`config.mk`:
```
export PLATFORM = sky130hd
export DESIGN_NAME = shift_right_sequential
export DESIGN_NICKNAME = d
export VERILOG_FILES = /design/src/rtl/shift_pkg.sv /design/src/rtl/shift_right_stage.sv /design/src/rtl/shift_right_sequential.sv
export SDC_FILE = /design/constraint.sdc
export NUM_CORES = 1
export LEC_CHECK = 0
export CORE_UTILIZATION = 35
export CTS_CLUSTER_DIAMETER = 40
export DETAILED_ROUTE_END_ITERATION = 12
export GPL_TIMING_DRIVEN = 0
export PLACE_DENSITY = 0.7
export SLEW_MARGIN = 20
export SYNTH_ARGS = -nofsm -noshare
export SYNTH_HDL_FRONTEND = slang
export SYNTH_SLANG_ARGS = --single-unit
```
`constraint.sdc`:
```
create_clock -name clk -period 2.12 [get_ports clk]
set_clock_uncertainty 0.1 [all_clocks]
set_input_delay 0.424 -clock clk [delete_from_list [all_inputs] [get_ports clk]]
set_output_delay 0.424 -clock clk [all_outputs]
set_load 0.02 [all_outputs]
```
`src/rtl/shift_pkg.sv`:
```
// Shared definitions for the sequential right shifter.
//   SHIFT_N        : operand width
//   SHIFT_L        : shift-amount width, also the number of shift steps
//   shift_state_t  : controller states
package shift_pkg;
  localparam int SHIFT_N = 32;
  localparam int SHIFT_L = $clog2(SHIFT_N);

  typedef enum logic [1:0] {
    S_IDLE  = 2'd0,
    S_SHIFT = 2'd1,
    S_DONE  = 2'd2
  } shift_state_t;
endpackage

```
`src/rtl/shift_right_stage.sv`:
```
// One conditional right shift by the constant SH, with a selectable fill bit.
// Purely combinational.
//   d_i    : value to shift
//   en_i   : 1 = shift by SH, 0 = pass through
//   fill_i : bit shifted in at the top
//   q_o    : result
module shift_right_stage #(
  parameter int N  = 32,
  parameter int SH = 1
) (
  input  logic [N-1:0] d_i,
  input  logic         en_i,
  input  logic         fill_i,
  output logic [N-1:0] q_o
);
  always_comb begin
    q_o = d_i;
    if (en_i) q_o = {{SH{fill_i}}, d_i[N-1:SH]};
  end
endmodule

```
`src/rtl/shift_right_sequential.sv`:
```
// Sequential barrel shifter: one power-of-two step per cycle, always L steps,
// so latency is fixed regardless of the shift amount.
//   clk        : clock, rising edge
//   rst        : asynchronous reset, active low
//   in_valid   : request valid        in_ready : request accepted (S_IDLE)
//   in_data    : operand              shamt    : shift amount 0..N-1
//   arith      : 1 = sign fill, 0 = zero fill
//   out_valid  : result valid (S_DONE) out_ready : result consumed
//   out_data   : working register (meaningful only with out_valid)
// Build option: define SHIFT_RIGHT_ARITH_EN to honour 'arith'; without it
// every shift is logical. Timing and handshake are the same in both builds.
module shift_right_sequential
  import shift_pkg::*;
#(
  parameter int N = SHIFT_N,
  parameter int L = $clog2(N)
) (
  input  logic         clk,
  input  logic         rst,
  input  logic         in_valid,
  output logic         in_ready,
  input  logic [N-1:0] in_data,
  input  logic [L-1:0] shamt,
  input  logic         arith,
  output logic         out_valid,
  input  logic         out_ready,
  output logic [N-1:0] out_data
);
  localparam logic [L-1:0] K_LAST = L'(L-1);

  shift_state_t state_q, state_d;
  logic [L-1:0] k_q, k_d;
  logic [N-1:0] work_q, work_d;
  logic [L-1:0] shamt_q, shamt_d;
  logic         arith_q, arith_d;
  logic         sign_q, sign_d;
  logic         arith_eff;
  logic         fill;
  logic [N-1:0] step;
  logic [L-1:0][N-1:0] stage_q;

`ifdef SHIFT_RIGHT_ARITH_EN
  assign arith_eff = arith;
`else
  logic unused_arith;
  assign unused_arith = arith;
  assign arith_eff    = 1'b0;
`endif

  // Fill uses the sign of the operand as accepted, not of the partial result.
  assign fill = arith_q & sign_q;

  // Stage g shifts by 2^g; only the stage selected by k is used each cycle.
  for (genvar g = 0; g < L; g++) begin : g_stage
    shift_right_stage #(.N(N), .SH(1 << g)) u_stage (
      .d_i    (work_q),
      .en_i   (shamt_q[g]),
      .fill_i (fill),
      .q_o    (stage_q[g])
    );
  end

  always_comb begin
    step = work_q;
    for (int i = 0; i < L; i++)
      if (k_q == L'(i)) step = stage_q[i];
  end

  // State and datapath registers
  always_ff @(posedge clk or negedge rst) begin
    if (!rst) begin
      state_q <= S_IDLE;
      k_q     <= '0;
      work_q  <= '0;
      shamt_q <= '0;
      arith_q <= 1'b0;
      sign_q  <= 1'b0;
    end else begin
      state_q <= state_d;
      k_q     <= k_d;
      work_q  <= work_d;
      shamt_q <= shamt_d;
      arith_q <= arith_d;
      sign_q  <= sign_d;
    end
  end

  // Next state
  always_comb begin
    state_d = state_q;
    k_d     = k_q;
    work_d  = work_q;
    shamt_d = shamt_q;
    arith_d = arith_q;
    sign_d  = sign_q;
    case (state_q)
      S_IDLE: begin
        if (in_valid) begin
          state_d = S_SHIFT;
          k_d     = '0;
          work_d  = in_data;
          shamt_d = shamt;
          arith_d = arith_eff;
          sign_d  = in_data[N-1];
        end
      end
      S_SHIFT: begin
        work_d = step;
        if (k_q == K_LAST) begin
          state_d = S_DONE;
          k_d     = '0;
        end else begin
          k_d = k_q + 1'b1;
        end
      end
      S_DONE: begin
        if (out_ready) state_d = S_IDLE;
      end
      default: state_d = S_IDLE;
    endcase
  end

  // Outputs
  always_comb begin
    in_ready  = (state_q == S_IDLE);
    out_valid = (state_q == S_DONE);
    out_data  = work_q;
  end
endmodule

```
== Word-level counts from Yosys, hierarchy flattened ==
Cells that the tools add are included.

* $add $sub $neg: 1
* Equal/unequal tests: 15
* Mux-type cells: 19
* Reduce and logical (&&, ||, !) cells: 7

{| class="wikitable"
|+ Operators with widths
! cell !! number
|-
| $mux 32 || 11
|-
| $pmux 32 s2 || 1
|-
| $ne 6x6->1 const B || 3
|-
| $eq 5x2->1 const B || 2
|-
| $mux 5 || 2
|-
| $pmux 5 s2 || 1
|-
| $reduce_and 8->1 || 1
|-
| $mux 2 || 3
|-
| $pmux 2 s3 || 1
|-
| $add 5x1->5 const B || 1
|-
| $eq 5x1->1 const B || 1
|-
| $eq 5x3->1 const B || 1
|-
| $logic_not 5->1 || 1
|-
| $ne 5x5->1 const B || 1
|-
| $ne 2x2->1 const B || 2
|-
| $ne 4x4->1 const B || 1
|-
| $reduce_and 2->1 || 2
|-
| $ne 3x3->1 const B || 1
|-
| $reduce_and 3->1 || 1
|-
| $eq 2x1->1 const B || 1
|-
| $eq 2x2->1 const B || 1
|-
| $logic_not 2->1 || 1
|-
| $ne 2x1->1 const B || 1
|-
| $reduce_bool 2->1 || 1
|}

* Bits in registers: 44
* Input port bits: 42
* Output and inout bits: 34
* Word-level logic and storage cells: 46

== Longest topological paths before layout ==
* Word-level depth: 7
* Mapped depth: 10
* Depth with buffers taken out: 7

== Modules after synthesis ==
A second synthesis with hierarchy kept.

* Cells, all modules: 574
* Area, all modules: 6,466.2 um2

{| class="wikitable"
|+ Modules (own cells, without submodules)
! module !! times used !! cells an instance !! area an instance (um2) !! seq. area each (um2)
|-
| shift_right_sequential || 1 || 393 || 3,739.8 || 1,101.1
|-
| shift_right_stage (g_stage[0].u_stage ...) || 4 || 36 || 544.3 || 0.0
|-
| shift_right_stage (g_stage[4].u_stage) || 1 || 37 || 549.3 || 0.0
|}

== Least setup slack after synthesis ==
OpenSTA, ideal clock, no wires.

* Path type: reg-to-reg
* Start: reg k_q[0]
* End: reg work_q[10] (netlist: out_data[10])
* Setup time: 0.125 ns
* Arrival time: 2.131 ns
* Data required time: 1.895 ns
* Path slack: -0.236 ns
* Cell stages (with the launch flop): 8
* Path buffers: 2
* Period minus slack after synthesis: 2.356 ns
* Path through: dfrtp_1 -> ha_1 -> clkbuf_1 -> o21ai_1 -> a41oi_1 -> o21ai_1 -> buf_2 -> mux2_2

* Word-level cells in the longest chain between the ends: 6

{| class="wikitable"
|+ RTL lines
! item !! RTL line !! source
|-
| from (decl) || shift_right_sequential.sv:32 || <nowiki>logic [L-1:0] k_q, k_d;</nowiki>
|-
| from (signal assigned) || shift_right_sequential.sv:80 || <nowiki>k_q <= k_d;</nowiki>
|-
| $eq 5x1->1 || shift_right_sequential.sv:66 || <nowiki>if (k_q == L'(i)) step = stage_q[i];</nowiki>
|-
| $mux 32 (4 in a row) || shift_right_sequential.sv:66 ||
|-
| $pmux 32 s2 || shift_right_sequential.sv:96 || <nowiki>case (state_q)</nowiki>
|-
| to (signal assigned) || shift_right_sequential.sv:81 || <nowiki>work_q <= work_d;</nowiki>
|-
| to (decl) || shift_right_sequential.sv:33 || <nowiki>logic [N-1:0] work_q, work_d;</nowiki>
|}

Several ways; a longest one is shown, not always the timed one.
A chain may end at the register's enable or synchronous reset.

== Worst setup path in the final report ==
* Start: reg k_q[1]
* End: reg work_q[14] (netlist: out_data[14])

Same word-level chain as after synthesis.

==> impl_results.md <==
- Worst Path Arrival: 2.48 ns
- CTS max path bufs: 2
- Starting Density: 36.18%
- Min-delay src: out_data[0]$_DFFE_PN0P_
- Cts bufs inserted: 5
- Routed Antenna Nets: 0
- Initial antenna violation count: 0
- Die width: about 97 µm
- Htree depth: 2
- Non-filler cells, final: a little under 600
- Core area: a little under 0.009 mm²
- Worst Tran Pin Value: about 0.6 ns
- Worst hold path class: register to register
- Failing checks: setup timing
- Vias in the first global route: about 3300
- Nets@finish: between 500 and 600
- Via Count: 3508
- Layout cell share with drive strength beyond 1: a little under a third
- Mapped Nets: 412
- Register bit total from synthesis: 44
- Die height: 96.95 µm
- Clk_lat worst skew: around 0.31 ns
- Routability cong.: 0.9194
- Synthesis Warnings: 0
- Antenna Cells: 0
- Synth Area per Inst: 8.622 µm²
- Crit path required time: roughly 2.2 ns
- Minimum clock period: approximately 2.4 ns
- Largest net degree at the start of global routing: 28
- Clock sink count: 44
- Finished layout cell area: 0.004991 mm²
- Clock transition at path regs: about 0.09 ns
- DRT iter0 DRCs: 333
- Area after DPL: 0.004075 mm²
- Post-Route WL: ~11000 µm
- CTS tree: done
- # placed instances: roughly 550
- Critical Path Start: k_q[1]$_DFFE_PN0P_
- FFs w/ async S/R, synth: 100.0%
- # rows: 34
- Post-synth EDFFs: 0
- Setup violators final: 32
- Post-DR vias/cell: 5.946
- PortBufs: 74
- Synthesized instance count: 366
- Worst Setup Slack, final: -0.2729 ns
- Final-report hold violation count: 0
- Top-level port count: between 70 and 80
- Ys flop type: dfrtp_1
- Remaining DRCs: 0
- Synth cell types: 44
- Die area: about 0.0094 mm²
- Max Fclk: roughly 420 MHz
- Crit start category: register
- Total of max-cap violations: 0
- Setup CP Type: register to register
- Root Buffer: clkbuf_8
- Final slew viol count: 0
- Post-DP HPWL: between 7000 and 8000 µm
- Total congestion overflow: 0
- Synthesized area: roughly 0.0032 mm²
- Rel. slew slack: around 60%
- CP endpoint kind: register
- Sequential fraction of the synthesis area: between 30% and 40%
- Crit Path Max Fanout: 7
- Routed len/inst: between 15 and 20 µm
- Fin crit share: 112.9%
- Fin Hold WS: approximately 0.43 ns
- Crit Reg-Reg Startpoint: k_q[1]$_DFFE_PN0P_
- Gr usage total: between 20% and 30%
- DRT Pass-1 Iters: 5
- Status: finished, violations left
- Synthesis-to-layout area growth: 58.17%
- First-pass GRT wire length: about 17000 µm
- RSZ-0062 raised after global routing: yes
[final cells by class]
type | instances | area, µm²
inverters | 21 | 81.33
clock inverters | 2 | 10.01
fillers | 718 | 3730
clock buffers | 6 | 82.58
flip-flops and latches | 44 | 1104
repair buffers | 114 | 1154
well taps | 108 | 135.1
multi-input cells | 269 | 2167
plain buffers | 26 | 257.7
[placed cells by master (no fill, tap or decap), types with 8 or more instances in the layout]
cell	instances
or3_1	13
mux2i_1	18
a21oi_2	12
buf_6	15
a21oi_1	8
clkbuf_1	8
mux2_4	16
inv_1	19
buf_4	22
dfrtp_1	42
a221o_1	15
clkdlybuf4s50_1	72
o21ai_0	15
buf_8	10
nor2_1	14
o221ai_1	12
nand2_1	55
[worst max-delay path, stage by stage, from the launching register on]
cell,delay [ns]
dfrtp_1,0.44
inv_2,0.10
buf_4,0.11
buf_6,0.09
ha_4,0.13
nand4bb_1,0.15
clkbuf_8,0.20
buf_4,0.16
or3_1,0.36
o21ai_1,0.11
a21oi_2,0.06
mux2_4,0.27
[routing by layer]
metal	vias to the layer above	routed length [µm]	track usage, %
met3	31	912	5.347
met5	-	0	0
li1	1566	-	-
met4	0	267	8.037
met1	1702	4643	29.43
met2	209	5488	36.67
[flip-flops by register name, indices dropped and copies added, names as in the netlist]
name,cells
out_data,32
k_q,5
shamt_q,5
state_q,2
[kinds of logic after synthesis]
group	share of synthesized area (%)
xor+xnor	0.5552
mux	14.00
compound gates	22.80
simple gates	18.83
fa+ha+maj	1.586
flops	34.89
buf+inv	7.335
[what timing repair did]
item,in CTS,in global routing
gates cloned,3,0
pin swaps,11,28
hold buffers,1,0
resized for setup,51,101
hold endpoints to repair,17,0
buffers inserted,16,20
setup endpoints to repair,33,33
[Yosys cell counts (all sizes together) (4+ instances only)]
library cell	number	share of area, %
o21ai	21	3.3
and3	6	1.2
clkbuf	18	2.1
a2bb2oi	6	1.7
buf	14	2.7
or3	14	2.8
ha	4	1.6
o221ai	19	5.3
mux2i	19	6.0
a221o	15	4.8
inv	21	2.5
dfrtp	44	35
mux2	22	8.0
nor2b	4	0.79
a31oi	5	0.99
a21oi	20	3.2
nand2	68	8.1
nor2	15	1.8
[final timing paths]
kind	end	slack (ns)	cells past startpoint
setup / recovery	out_data[14]$_DFFE_PN0P_	-0.27	11
hold / removal	out_data[0]$_DFFE_PN0P_	0.43	2
setup reg to reg	out_data[14]$_DFFE_PN0P_	-0.27	11
hold reg to reg	out_data[0]$_DFFE_PN0P_	0.43	2
max in group asynchronous	out_data[24]$_DFFE_PN0P_	0.94	3
min in group asynchronous	out_data[5]$_DFFE_PN0P_	0.49	2
[per-stage QoR]
| step | util [%] | worst slack, ns | setup TNS (ns) |
|---|---|---|---|
| global placement | 46.56 | -0.6970 | -41.27 |
| floorplan | - | -0.1733 | -1.268 |
| detailed placement | 46.73 | -0.4627 | -11.61 |
| CTS | 51.84 | -0.2303 | -2.572 |
| global route | 57.23 | -0.3308 | -8.490 |
| finish | 57.23 | -0.2729 | -5.903 |
Power is not shown: default switching activity piles up to over one toggle a cycle in this logic, so the estimate is an artifact.
